File: src/rtl/anspwm_pkg.sv
// Shared widths, sign-magnitude operand type and duty saturation helper
// for the ANS-PWM combiner.
package anspwm_pkg;

  localparam int unsigned DW = 16;
  localparam int unsigned SW = 19;

  typedef struct packed {
    logic          sgn;
    logic [DW-1:0] mag;
  } sm16_t;

  // Clamp a signed sum into the legal duty range 0..2^bits.
  function automatic logic [SW-1:0] sat_duty(logic signed [SW-1:0] s, int bits);
    logic signed [SW-1:0] lim;
    lim = SW'(1 << bits);
    if (s < 0) begin
      sat_duty = '0;
    end else if (s > lim) begin
      sat_duty = lim;
    end else begin
      sat_duty = s;
    end
  endfunction

endpackage

File: src/rtl/pwm_combine_sm2tc.sv
// Registered sign-magnitude to two's-complement converter with a valid
// pass-through; the data register only loads on a valid token.
module sm2tc
  import anspwm_pkg::*;
(
  input  logic                 clk,
  input  logic                 rst_n,
  input  logic                 valid_i,
  input  sm16_t                din,
  output logic signed [SW-1:0] tc_o,
  output logic                 valid_o
);

  logic signed [SW-1:0] tc_q, tc_d;
  logic                 valid_q, valid_d;

  // Convert on a valid token, otherwise hold; a negative zero yields zero.
  always_comb begin
    valid_d = valid_i;
    tc_d    = tc_q;
    if (valid_i) begin
      tc_d = din.sgn ? -SW'(din.mag) : SW'(din.mag);
    end
  end

  // Stage register.
  always_ff @(posedge clk or negedge rst_n) begin
    if (!rst_n) begin
      tc_q    <= '0;
      valid_q <= 1'b0;
    end else begin
      tc_q    <= tc_d;
      valid_q <= valid_d;
    end
  end

  assign tc_o    = tc_q;
  assign valid_o = valid_q;

endmodule

File: src/rtl/pwm_combine.sv
// Final combiner and PWM output stage: 3-stage sum pipeline, saturation
// into a shadow register, per-period duty reload, compare and request.
module pwm_combine
  import anspwm_pkg::*;
#(
  parameter int PWM_BITS = 8
) (
  input  logic                clk,
  input  logic                rst_n,
  input  logic                valid,
  input  logic [DW-1:0]       Q,
  input  logic [DW-1:0]       C2,
  input  logic [DW-1:0]       C3,
  input  logic [DW-1:0]       C4,
  input  logic                C2sgn,
  input  logic                C3sgn,
  input  logic                C4sgn,
  output logic                req,
  output logic                pwm,
  output logic                sat,
  output logic [PWM_BITS:0]   duty
);

  // P1: converted correction terms
  logic signed [SW-1:0] t2, t3, t4;
  logic                 v2o, v3o, v4o;
  logic                 v1;

  sm2tc u_c2 (
    .clk(clk), .rst_n(rst_n), .valid_i(valid),
    .din({C2sgn, C2}), .tc_o(t2), .valid_o(v2o)
  );
  sm2tc u_c3 (
    .clk(clk), .rst_n(rst_n), .valid_i(valid),
    .din({C3sgn, C3}), .tc_o(t3), .valid_o(v3o)
  );
  sm2tc u_c4 (
    .clk(clk), .rst_n(rst_n), .valid_i(valid),
    .din({C4sgn, C4}), .tc_o(t4), .valid_o(v4o)
  );

  assign v1 = v2o & v3o & v4o;

  logic signed [SW-1:0] q1_q, q1_d;
  logic signed [SW-1:0] a2_q, a2_d, b2_q, b2_d;
  logic                 v2_q, v2_d;
  logic signed [SW-1:0] s3_q, s3_d;
  logic                 v3_q, v3_d;
  logic [PWM_BITS:0]    shadow_q, shadow_d;
  logic                 sat_q, sat_d;

  // Pipeline: each stage's data only advances alongside its valid token.
  always_comb begin
    q1_d     = valid ? SW'(Q) : q1_q;
    v2_d     = v1;
    a2_d     = a2_q;
    b2_d     = b2_q;
    if (v1) begin
      a2_d = q1_q + t2;
      b2_d = t3 + t4;
    end
    v3_d     = v2_q;
    s3_d     = v2_q ? (a2_q + b2_q) : s3_q;
    shadow_d = shadow_q;
    sat_d    = 1'b0;
    if (v3_q) begin
      shadow_d = (PWM_BITS+1)'(sat_duty(s3_q, PWM_BITS));
      sat_d    = ($signed(sat_duty(s3_q, PWM_BITS)) != s3_q);
    end
  end

  // Pipeline and shadow registers.
  always_ff @(posedge clk or negedge rst_n) begin
    if (!rst_n) begin
      q1_q     <= '0;
      a2_q     <= '0;
      b2_q     <= '0;
      v2_q     <= 1'b0;
      s3_q     <= '0;
      v3_q     <= 1'b0;
      shadow_q <= '0;
      sat_q    <= 1'b0;
    end else begin
      q1_q     <= q1_d;
      a2_q     <= a2_d;
      b2_q     <= b2_d;
      v2_q     <= v2_d;
      s3_q     <= s3_d;
      v3_q     <= v3_d;
      shadow_q <= shadow_d;
      sat_q    <= sat_d;
    end
  end

  logic                run_q, run_d;
  logic [PWM_BITS-1:0] cnt_q, cnt_d;
  logic [PWM_BITS:0]   duty_q, duty_d;
  logic                pwm_q, pwm_d;
  logic                req_q, req_d;
  logic                wrap;

  // Period counter, duty reload at wrap, compare and request.
  // The counter is held at 0 for the first clock after reset so that the
  // first request coincides with cnt==0 one clock after release; that
  // first edge is treated as a wrap. Compare uses next-cycle cnt/duty.
  always_comb begin
    run_d  = 1'b1;
    cnt_d  = run_q ? cnt_q + 1'b1 : '0;
    wrap   = (cnt_d == '0);
    duty_d = wrap ? shadow_q : duty_q;
    pwm_d  = ({1'b0, cnt_d} < duty_d);
    req_d  = wrap;
  end

  // Output stage registers.
  always_ff @(posedge clk or negedge rst_n) begin
    if (!rst_n) begin
      run_q  <= 1'b0;
      cnt_q  <= '0;
      duty_q <= '0;
      pwm_q  <= 1'b0;
      req_q  <= 1'b0;
    end else begin
      run_q  <= run_d;
      cnt_q  <= cnt_d;
      duty_q <= duty_d;
      pwm_q  <= pwm_d;
      req_q  <= req_d;
    end
  end

  assign req  = req_q;
  assign pwm  = pwm_q;
  assign sat  = sat_q;
  assign duty = duty_q;

endmodule
File: config.mk
export PLATFORM = sky130hd
export DESIGN_NAME = pwm_combine
export DESIGN_NICKNAME = d
export VERILOG_FILES = /design/src/rtl/anspwm_pkg.sv /design/src/rtl/pwm_combine_sm2tc.sv /design/src/rtl/pwm_combine.sv
export SDC_FILE = /design/constraint.sdc
export NUM_CORES = 1
export LEC_CHECK = 0
export BUFFER_PORTS_ARGS = -buffer_cell sky130_fd_sc_hd__buf_4
export CORE_MARGIN = 1.5
export CORE_UTILIZATION = 61
export DETAILED_ROUTE_END_ITERATION = 12
export PLACE_DENSITY = 0.82
export SLEW_MARGIN = 10
export SYNTH_ARGS = -nofsm -noshare
export SYNTH_HDL_FRONTEND = slang
export SYNTH_SLANG_ARGS = --single-unit
export TNS_END_PERCENT = 1
File: constraint.sdc
create_clock -name clk -period 3.65 [get_ports clk]
set_input_delay 0.1825 -clock clk [delete_from_list [all_inputs] [get_ports clk]]
set_output_delay 0.1825 -clock clk [all_outputs]
set_load 0.05 [all_outputs]
# ---- Yosys cells after proc, flatten, opt, wreduce, memory -nomap -nowiden
# Cells that the tools add are included.
dict set report totals {
  regBits 163
  wordCells 38
  output_inout_bits 12
  input_bits 70
}
dict set report classes {
  muxes 9
  reduce_logical 1
  addsub 7
  order_cmp 3
  eq_ne 1
}
# operator count
set ops {}
lappend ops {{$mux W19} 6}
lappend ops {{$neg A16 Y19} 3}
lappend ops {{$add A19 B19 Y19} 2}
lappend ops {{$add A17 B19 Y19} 1}
lappend ops {{$gt A19 B10 Y1 const B} 1}
lappend ops {{$lt A19 B1 Y1 const B} 1}
lappend ops {{$ne A19 B19 Y1} 1}
lappend ops {{$lt A8 B9 Y1} 1}
lappend ops {{$mux W9} 1}
lappend ops {{$add A8 B1 Y8 const B} 1}
lappend ops {{$logic_not A8 Y1} 1}
lappend ops {{$mux W8} 1}
lappend ops {{$mux W1} 1}

# ---- Logic depth before layout (Yosys ltp)
# Gate-level depths: netlist of run 1.
dict set report logic_depth {
  depth_word 6
  depth_mapped 15
}

# ---- Cells and area by module
# From an unflattened synthesis of run 1, not the netlist that was laid out.
dict set report hier_totals {
  cells_unflattened 1030
  area_unflattened_um2 9918.3
}
# module n_inst area_per_inst_um2 cells_per_inst
set by_module_without_submodules {}
lappend by_module_without_submodules {pwm_combine 1 6648.9 697}
lappend by_module_without_submodules {sm2tc 3 1089.8 111}

# ---- Worst setup path before layout of run 1
# Ideal clock, no wire load.
dict set report synth_path {
  kind {reg2reg}
  start {register cnt_q[0]}
  end {register pwm_q, in the netlist pwm}
  stages_incl_launch_ff 15
  period_less_slack_ps 3189
  setup_time_ps 129
  setup_slack_ps 461
  arrival_time_ps 3060
  required_time_ps 3521
  cell_sequence {dfrtp_1 > ha_1 > and2_1 > or3_1 > a2111o_1 > buf_6 > clkbuf_1 > nor2_1 > a21oi_1 > ha_1 > a21o_1 > a21o_1 > o21ai_0 > a2111oi_2 > nor2_1}
}
dict set report synth_between {
  elab_chain_cells 5
}
# item line
set synth_rtl {}
lappend synth_rtl {{start: declaration} pwm_combine.sv:96} ;# logic [PWM_BITS-1:0] cnt_q, cnt_d;
lappend synth_rtl {{start signal: assignment} pwm_combine.sv:125} ;# cnt_q <= cnt_d;
lappend synth_rtl {{$add A8 B1 Y8 (*)} pwm_combine.sv:108} ;# cnt_d = run_q ? cnt_q + 1'b1 : '0;
lappend synth_rtl {{$mux W8 (*)} pwm_combine.sv:108}
lappend synth_rtl {{net cnt_d[1]} pwm_combine.sv:96}
lappend synth_rtl {{$logic_not A8 Y1} pwm_combine.sv:109} ;# wrap = (cnt_d == '0);
lappend synth_rtl {{$mux W9} pwm_combine.sv:110} ;# duty_d = wrap ? shadow_q : duty_q;
lappend synth_rtl {{$lt A8 B9 Y1 (*)} pwm_combine.sv:111} ;# pwm_d = ({1'b0, cnt_d} < duty_d);
lappend synth_rtl {{net pwm_d} pwm_combine.sv:98} ;# logic pwm_q, pwm_d;
lappend synth_rtl {{end signal: assignment} pwm_combine.sv:127} ;# pwm_q <= pwm_d;
lappend synth_rtl {{end: declaration} pwm_combine.sv:98}
# The timed path passes the listed nets; every way through them passes the cells marked *.
# A chain may end at the register's enable or synchronous reset.

# ---- Worst setup path in the final report of run 1
# Ends and elaborated chain as after synthesis.

==> results of run 1 <==
-- Yosys cell counts (3+ instances only) --
master / count
o41ai_1: 5
inv_1: 63
nor3_1: 19
o311ai_0: 6
xor2_1: 45
o21a_1: 21
a21boi_0: 5
o211ai_1: 11
o2111ai_1: 5
a211o_1: 5
xnor2_1: 23
or4_1: 8
a211oi_1: 8
mux2_2: 39
o21bai_1: 6
a2111o_1: 4
nor4_1: 8
nand3_1: 30
nor2b_1: 11
clkbuf_1: 31
nand2b_1: 10
or3_1: 16
a31oi_1: 5
o31ai_1: 19
and3_1: 7
dfrtp_1: 163
fa_1: 3
nand2_1: 60
buf_1: 5
nor2_1: 92
o2bb2ai_1: 4
mux2i_1: 5
a21oi_1: 103
o21ai_0: 63
a21o_1: 25
nand4_1: 13
ha_1: 63
-- layout by cell type (no fill, tap or decap), types with 6 or more instances in the layout --
master and instances:
or3_1 16, xor2_1 45, mux2_2 39, and3_1 7, nor2_1 92, nand4_1 13
nor2b_1 11, nand2_1 60, o311ai_0 6, dfrtp_1 163, o21ai_0 63, nand2b_1 10
buf_4 88, clkbuf_16 17, o31ai_1 19, nor3_1 19, or4_1 8, dlygate4sd3_1 18
o21a_1 21, nor4_1 8, o211ai_1 11, a21oi_1 103, xnor2_1 23, o21bai_1 6
ha_1 63, nand3_1 30, inv_1 63, a211oi_1 8, a21o_1 25
-- critical path: stages, from the launching register on --
cell       delay (ns)
dfrtp_1          0.42
ha_1             0.26
xnor2_1          0.17
nor2_1           0.09
or3_1            0.36
a2111o_1         0.45
buf_4            0.21
a21oi_1          0.23
ha_1             0.29
a21o_1           0.17
a21o_1           0.18
o21ai_0          0.20
a2111oi_2        0.08
nor2_1           0.10
-- cell type report --
| cell class | instances | area [um^2] | share of cell area |
|---|---|---|---|
| antenna | 1 | 2.50 | 0.000219 |
| clock buffer | 18 | 439 | 0.0384 |
| clock inverter | 14 | 224 | 0.0196 |
| inverter | 63 | 236 | 0.0207 |
| multi-input combinational | 775 | 5310 | 0.464 |
| sequential | 163 | 4080 | 0.357 |
| tap | 216 | 270 | 0.0236 |
| timing repair buffer | 108 | 872 | 0.0763 |
-- flip-flops by register name, summed over array words and instances (netlist names), 8 cells and up --
| register | flops |
|---|---|
| a2_q | 19 |
| b2_q | 19 |
| s3_q | 19 |
| u_c2.tc_o | 19 |
| u_c3.tc_o | 19 |
| u_c4.tc_o | 19 |
| q1_q | 16 |
| duty | 9 |
| shadow_q | 9 |
| cnt_q | 8 |
-- power groups by stage --
stage	combinational, mW	clock [mW]	sequential (mW)
finish	2.63	1.99	2.51
global placement	2.48	0	2.51
CTS	2.61	2.01	2.50
floorplan	1.97	0	2.44
global route	2.92	2.09	2.55
detailed placement	2.55	0	2.52
-- cells by family (layout without fill, tap and decap cells) --
group,Yosys count,after routing,synth area share
AOI/OAI and AO/OA,308,308,0.201
buffers and inverters,100,203,0.0392
and+or+nand+nor,285,285,0.140
other,1,2,0.000384
adders and majority gates,67,67,0.0878
muxes,46,46,0.0531
xor gates and xnor gates,68,68,0.0610
DFF,163,163,0.417
-- per-layer routing --
| metal | GRT usage | up-vias | share of wire |
|---|---|---|---|
| met3 | 0.0442 | 33 | 0.045 |
| met2 | 0.473 | 250 | 0.49 |
| met1 | 0.369 | 3897 | 0.45 |
| met5 | 0 | - | 0 |
| li1 | - | 3939 | - |
| met4 | 0.0954 | 0 | 0.018 |
-- stage by stage --
step,cells,hold slack (ns)
after floorplan,1038,-0.113
after global placement,1307,0.256
after detailed placement,1307,0.256
after CTS,1357,0.0000419
after global routing,1358,0.00803
final,1358,0.0147
-- how the worst min path moves through the flow --
| stage | slack, ns | to | startpoint | cells after the start |
|---|---|---|---|---|
| 2_1_floorplan | -0.11 | a2_q[0] | rst_n | 0 |
| 5_1_grt | 0.008 | q1_q[7] | Q[7] | 2 |
| 3_3_place_gp | 0.26 | cnt_q[7] | rst_n | 1 |
| 3_5_place_dp | 0.26 | duty[5] | rst_n | 1 |
| 6_report | 0.01 | q1_q[7] | Q[7] | 2 |
| 4_1_cts | 0.00004 | q1_q[7] | Q[7] | 2 |
==> reports/qor.yml, run 1 <==
cts:
  numCtsBuffers: 17
  cts_hold_buffers: 18
  cts-root-buf: "clkbuf_16"
  post_cts_buffers: 0
  cts_resized: 0
  htreeDepth: 4
  clk_pin_slew_ns: 0.06
  clk_latency_ns: 0.43
  cts.sinks: 163
  cts_buffer_depth: 2
  cts_tree: "done"
timing:
  rsz0062_at_grt: "false"
  fin_ws_ns: 0.385
  finalHoldViolCount: 0
  max_freq_mhz: 306
  slew_viol_final: 0
  setup_violations: 0
  fin_crit_ns: 3.27
  fin_setup_tns_ns: 0
  slew_headroom: 0.316
  tightest_slew_ns: 1.02
  period_share: 0.895
  fin_skew_ns: 0.00941
grt:
  antenna_found_initial: 1
  grt_pass1_vias: 7553
  grt_max_degree: 79
  grt_pass1_wl_mm: 36.9
  gr-usage-all-layers: 0.280
  grt-ovfl-total: 0
drt:
  routed_wl_mm: 22.4
  final_antenna_net_count: 0
  first_pass_iters: 5
  via_count: 8119
  vias_per_cell: 5.98
  drt_iter0_markers: 670
  drc: 0
  avgRoutedWirePerCell_um: 16.5
min_path:
  hp-class: "in2reg"
setup_path:
  crit_fanout: 14
  crit_type: "reg2reg"
  rrSetupSlack_ns: 0.38
  critPathCaptureType: "flip-flop"
  crit_end: "pwm"
  reg2reg_to: "pwm"
  rr_startpoint: "cnt_q[0]"
  crit_path_start: "cnt_q[0]"
  critPathLaunchType: "flip-flop"
  r2r_cells: 13
  crit_arrival_ns: 3.63
  crit_required_ns: 4.01
power:
  clock_power_share: 0.280
  power.density_nw_per_um2: 624
  cellInternalPower_mw: 4.61
  p_comb_frac: 0.369
  seq_power_share: 0.352
  leakage_nw: 5.17
  switching_power_mw: 2.52
  total_power_mw: 7.14
  vdd_drop_max_v: 0.000451
  switching_share: 0.353
synthesis:
  yosysSeqAreaShare: 0.417
  async_flop_share: 1.00
  syn_area_per_cell_um2: 9.41
  synth_edf_count: 0
  synth_fp_nets: 1174
  ys.flop_type: "dfrtp_1"
  synth-seq-cells: 163
  syn_inst: 1038
  synth_cell_types: 60
  synth.largest_area_cell: "dfrtp_1"
  synth_warnings: 0
  syn_area_um2: 9770
  synth_top_area_frac: 0.417
  synthTopCellsByArea: "dfrtp_1 (42%), ha_1 (8.1%), a21oi_1 (5.3%), mux2_2 (4.5%), xor2_1 (4.0%)"
run:
  drv_cap: 0
floorplan:
  initial_utilization: 0.620
  rows: 46
  die-area_um2: 16800
  die_y_um: 130
  core_area_um2: 15800
  boundaryPins: 82
  die_w_um: 130
place:
  io_buffers: 81
  dp_hpwl_mm: 15.9
  place_ws_ns: 0.454
  placed_area_um2: 10600
  routabilityCongestion: 0.878
final_layout:
  areaGrowthSynthToFinish_pct: 17.0
  fill_cells: 1137
  fin_nets: 1264
  final_core_util: 0.725
  drive_above_1_share: 0.146
  finalInstanceArea_um2: 11400
run_status:
  status: "finished clean"
Power figures use the tool's default switching activity.
==> run 2, diff against run 1 <==
- PLACE_DENSITY: 0.82 -> 0.81
==> run 2 against run 1 <==
Effect of this change:
- first-iteration DRC count shrank 4.6%
- largest cell class unchanged
- critical path depth shrank 1
- clock power shrank 8%
- combinational power about the same
- via count is 0.43% lower
- sequential power hardly changed
- fmax rose by 0.43%
- largest power group unchanged
- non-clock buffer count shrank 2
- clock-buffer cell count down 1
- flip-flop and latch count stayed put
==> reports/qor.yml, run 2 (same netlist as run 1, synthesis figures left out) <==
timing:
  finalHoldViolCount: 0
  fin_ws_ns: 0.399
  setup_violations: 0
  fin_skew_ns: 0.00725
  holdWs_ns: 0.0115
  period_share: 0.891
  slew_headroom: 0.338
  slew_viol_final: 0
  max_freq_mhz: 308
  fin_setup_tns_ns: 0
  tightest_slew_ns: 0.991
  fin_crit_ns: 3.25
  rsz0062_at_grt: "false"
final_layout:
  antenna_cells: 0
  layout_common_cells: "dfrtp_1 (163), a21oi_1 (103), nor2_1 (92)"
  fin_nets: 1262
  layout_commonest_cell: "dfrtp_1"
  drive_above_1_share: 0.146
  areaGrowthSynthToFinish_pct: 16.2
grt:
  grt_max_degree: 91
  antenna_found_initial: 0
  gr-usage-all-layers: 0.280
  grt_pass1_vias: 7707
  grt-ovfl-total: 0
  grt_pass1_wl_mm: 37.1
cts:
  clk_latency_ns: 0.43
  clk_pin_slew_ns: 0.07
  htreeDepth: 4
  cts-root-buf: "clkbuf_16"
  cts_buffer_depth: 2
  cts_tree: "done"
  cts.sinks: 163
  numCtsBuffers: 17
  cts_resized: 0
drt:
  final_antenna_net_count: 0
  routed_wl_mm: 22.2
  drc: 0
  first_pass_iters: 8
  drt_iter0_markers: 639
  avgRoutedWirePerCell_um: 16.4
  via_count: 8084
  vias_per_cell: 5.97
run:
  drv_cap: 0
run_status:
  status: "finished clean"
setup_path:
  crit_fanout: 7
  critPathTopFamily: "compound AO/OA/AOI/OAI gates"
  crit_path_cell_trace: "ha_1 > and2_1 > or3_1 > a2111o_1 > nor2_1 > a21oi_1 > ha_1 > a21o_1 > a21o_1 > o21ai_0 > a2111oi_2 > nor2_1"
  rr_startpoint: "cnt_q[0]"
  reg2reg_to: "pwm"
  crit_required_ns: 3.96
  rrSetupSlack_ns: 0.40
  critPathLaunchType: "flip-flop"
  cp.buffers_inverters: 0
  slowest_stage: "a2111o_1"
  critPathCaptureType: "flip-flop"
  crit_type: "reg2reg"
  slowest_delay_ns: 0.50
  crit_path_start: "cnt_q[0]"
  crit_arrival_ns: 3.56
  r2r_cells: 12
floorplan:
  die_w_um: 130
  core_area_um2: 15800
  die-area_um2: 16800
  rows: 46
  boundaryPins: 82
  die_y_um: 130
  initial_utilization: 0.620
place:
  place_ws_ns: 0.507
  routabilityCongestion: 0.886
  io_buffers: 81
  dp_hpwl_mm: 15.7
min_path:
  hp-class: "in2reg"
  whs_endpoint: "u_c4.tc_o[0]"
  hp-start: "C4[0]"
  worstHoldPathCells: 2
power:
  power.density_nw_per_um2: 614
  leakage_nw: 5.14
  vdd_drop_max_v: 0.000376
==> run 2: power breakdown <==
part           internal, mW  switching (mW)  total, mW
clock                  1.08           0.746       1.83
sequential             2.20           0.300       2.50
combinational          1.18            1.48       2.65
==> run 2: metal layers <==
layer,GRT usage,up-vias,routed length (um)
met2,0.460,254,10800
met4,0.0876,0,458
met5,0,-,0
met1,0.384,3871,9910
met3,0.0454,38,1070
li1,-,3921,-
==> run 2: worst max path at each step <==
stage	to	slack [ns]	depth (start not counted)
final	pwm	0.40	12
after CTS	pwm	0.38	12
after detailed placement	pwm	0.51	12
after global placement	pwm	0.60	12
after floorplan	pwm	0.46	14
after global routing	pwm	0.24	13
==> run 2: cell type report <==
cell class / instances / area (um^2)
Multi-Input combinational cell: 775 / 5310
Fill cell: 1196 / 4420
Sequential cell: 163 / 4080
Timing Repair Buffer: 106 / 855
Clock buffer: 17 / 425
Tap cell: 216 / 270
Inverter: 63 / 236
Clock inverter: 15 / 178
==> run 2: timing repair <==
| item | in CTS | in global routing |
|---|---|---|
| buffers inserted | 0 | 0 |
| setup endpoints to repair | 0 | 0 |
| hold buffers | 17 | 0 |
| hold endpoints to repair | 105 | 0 |
==> run 2: stage by stage <==
stage / power, mW / area, um^2 / util / instances
2_1_floorplan: 4.41 / 9770 / - / 1038
3_3_place_gp: 4.99 / 10600 / 0.671 / 1306
3_5_place_dp: 5.07 / 10600 / 0.671 / 1306
4_1_cts: 6.96 / 11400 / 0.720 / 1355
5_1_grt: 7.41 / 11400 / 0.720 / 1355
6_report: 6.98 / 11400 / 0.720 / 1355
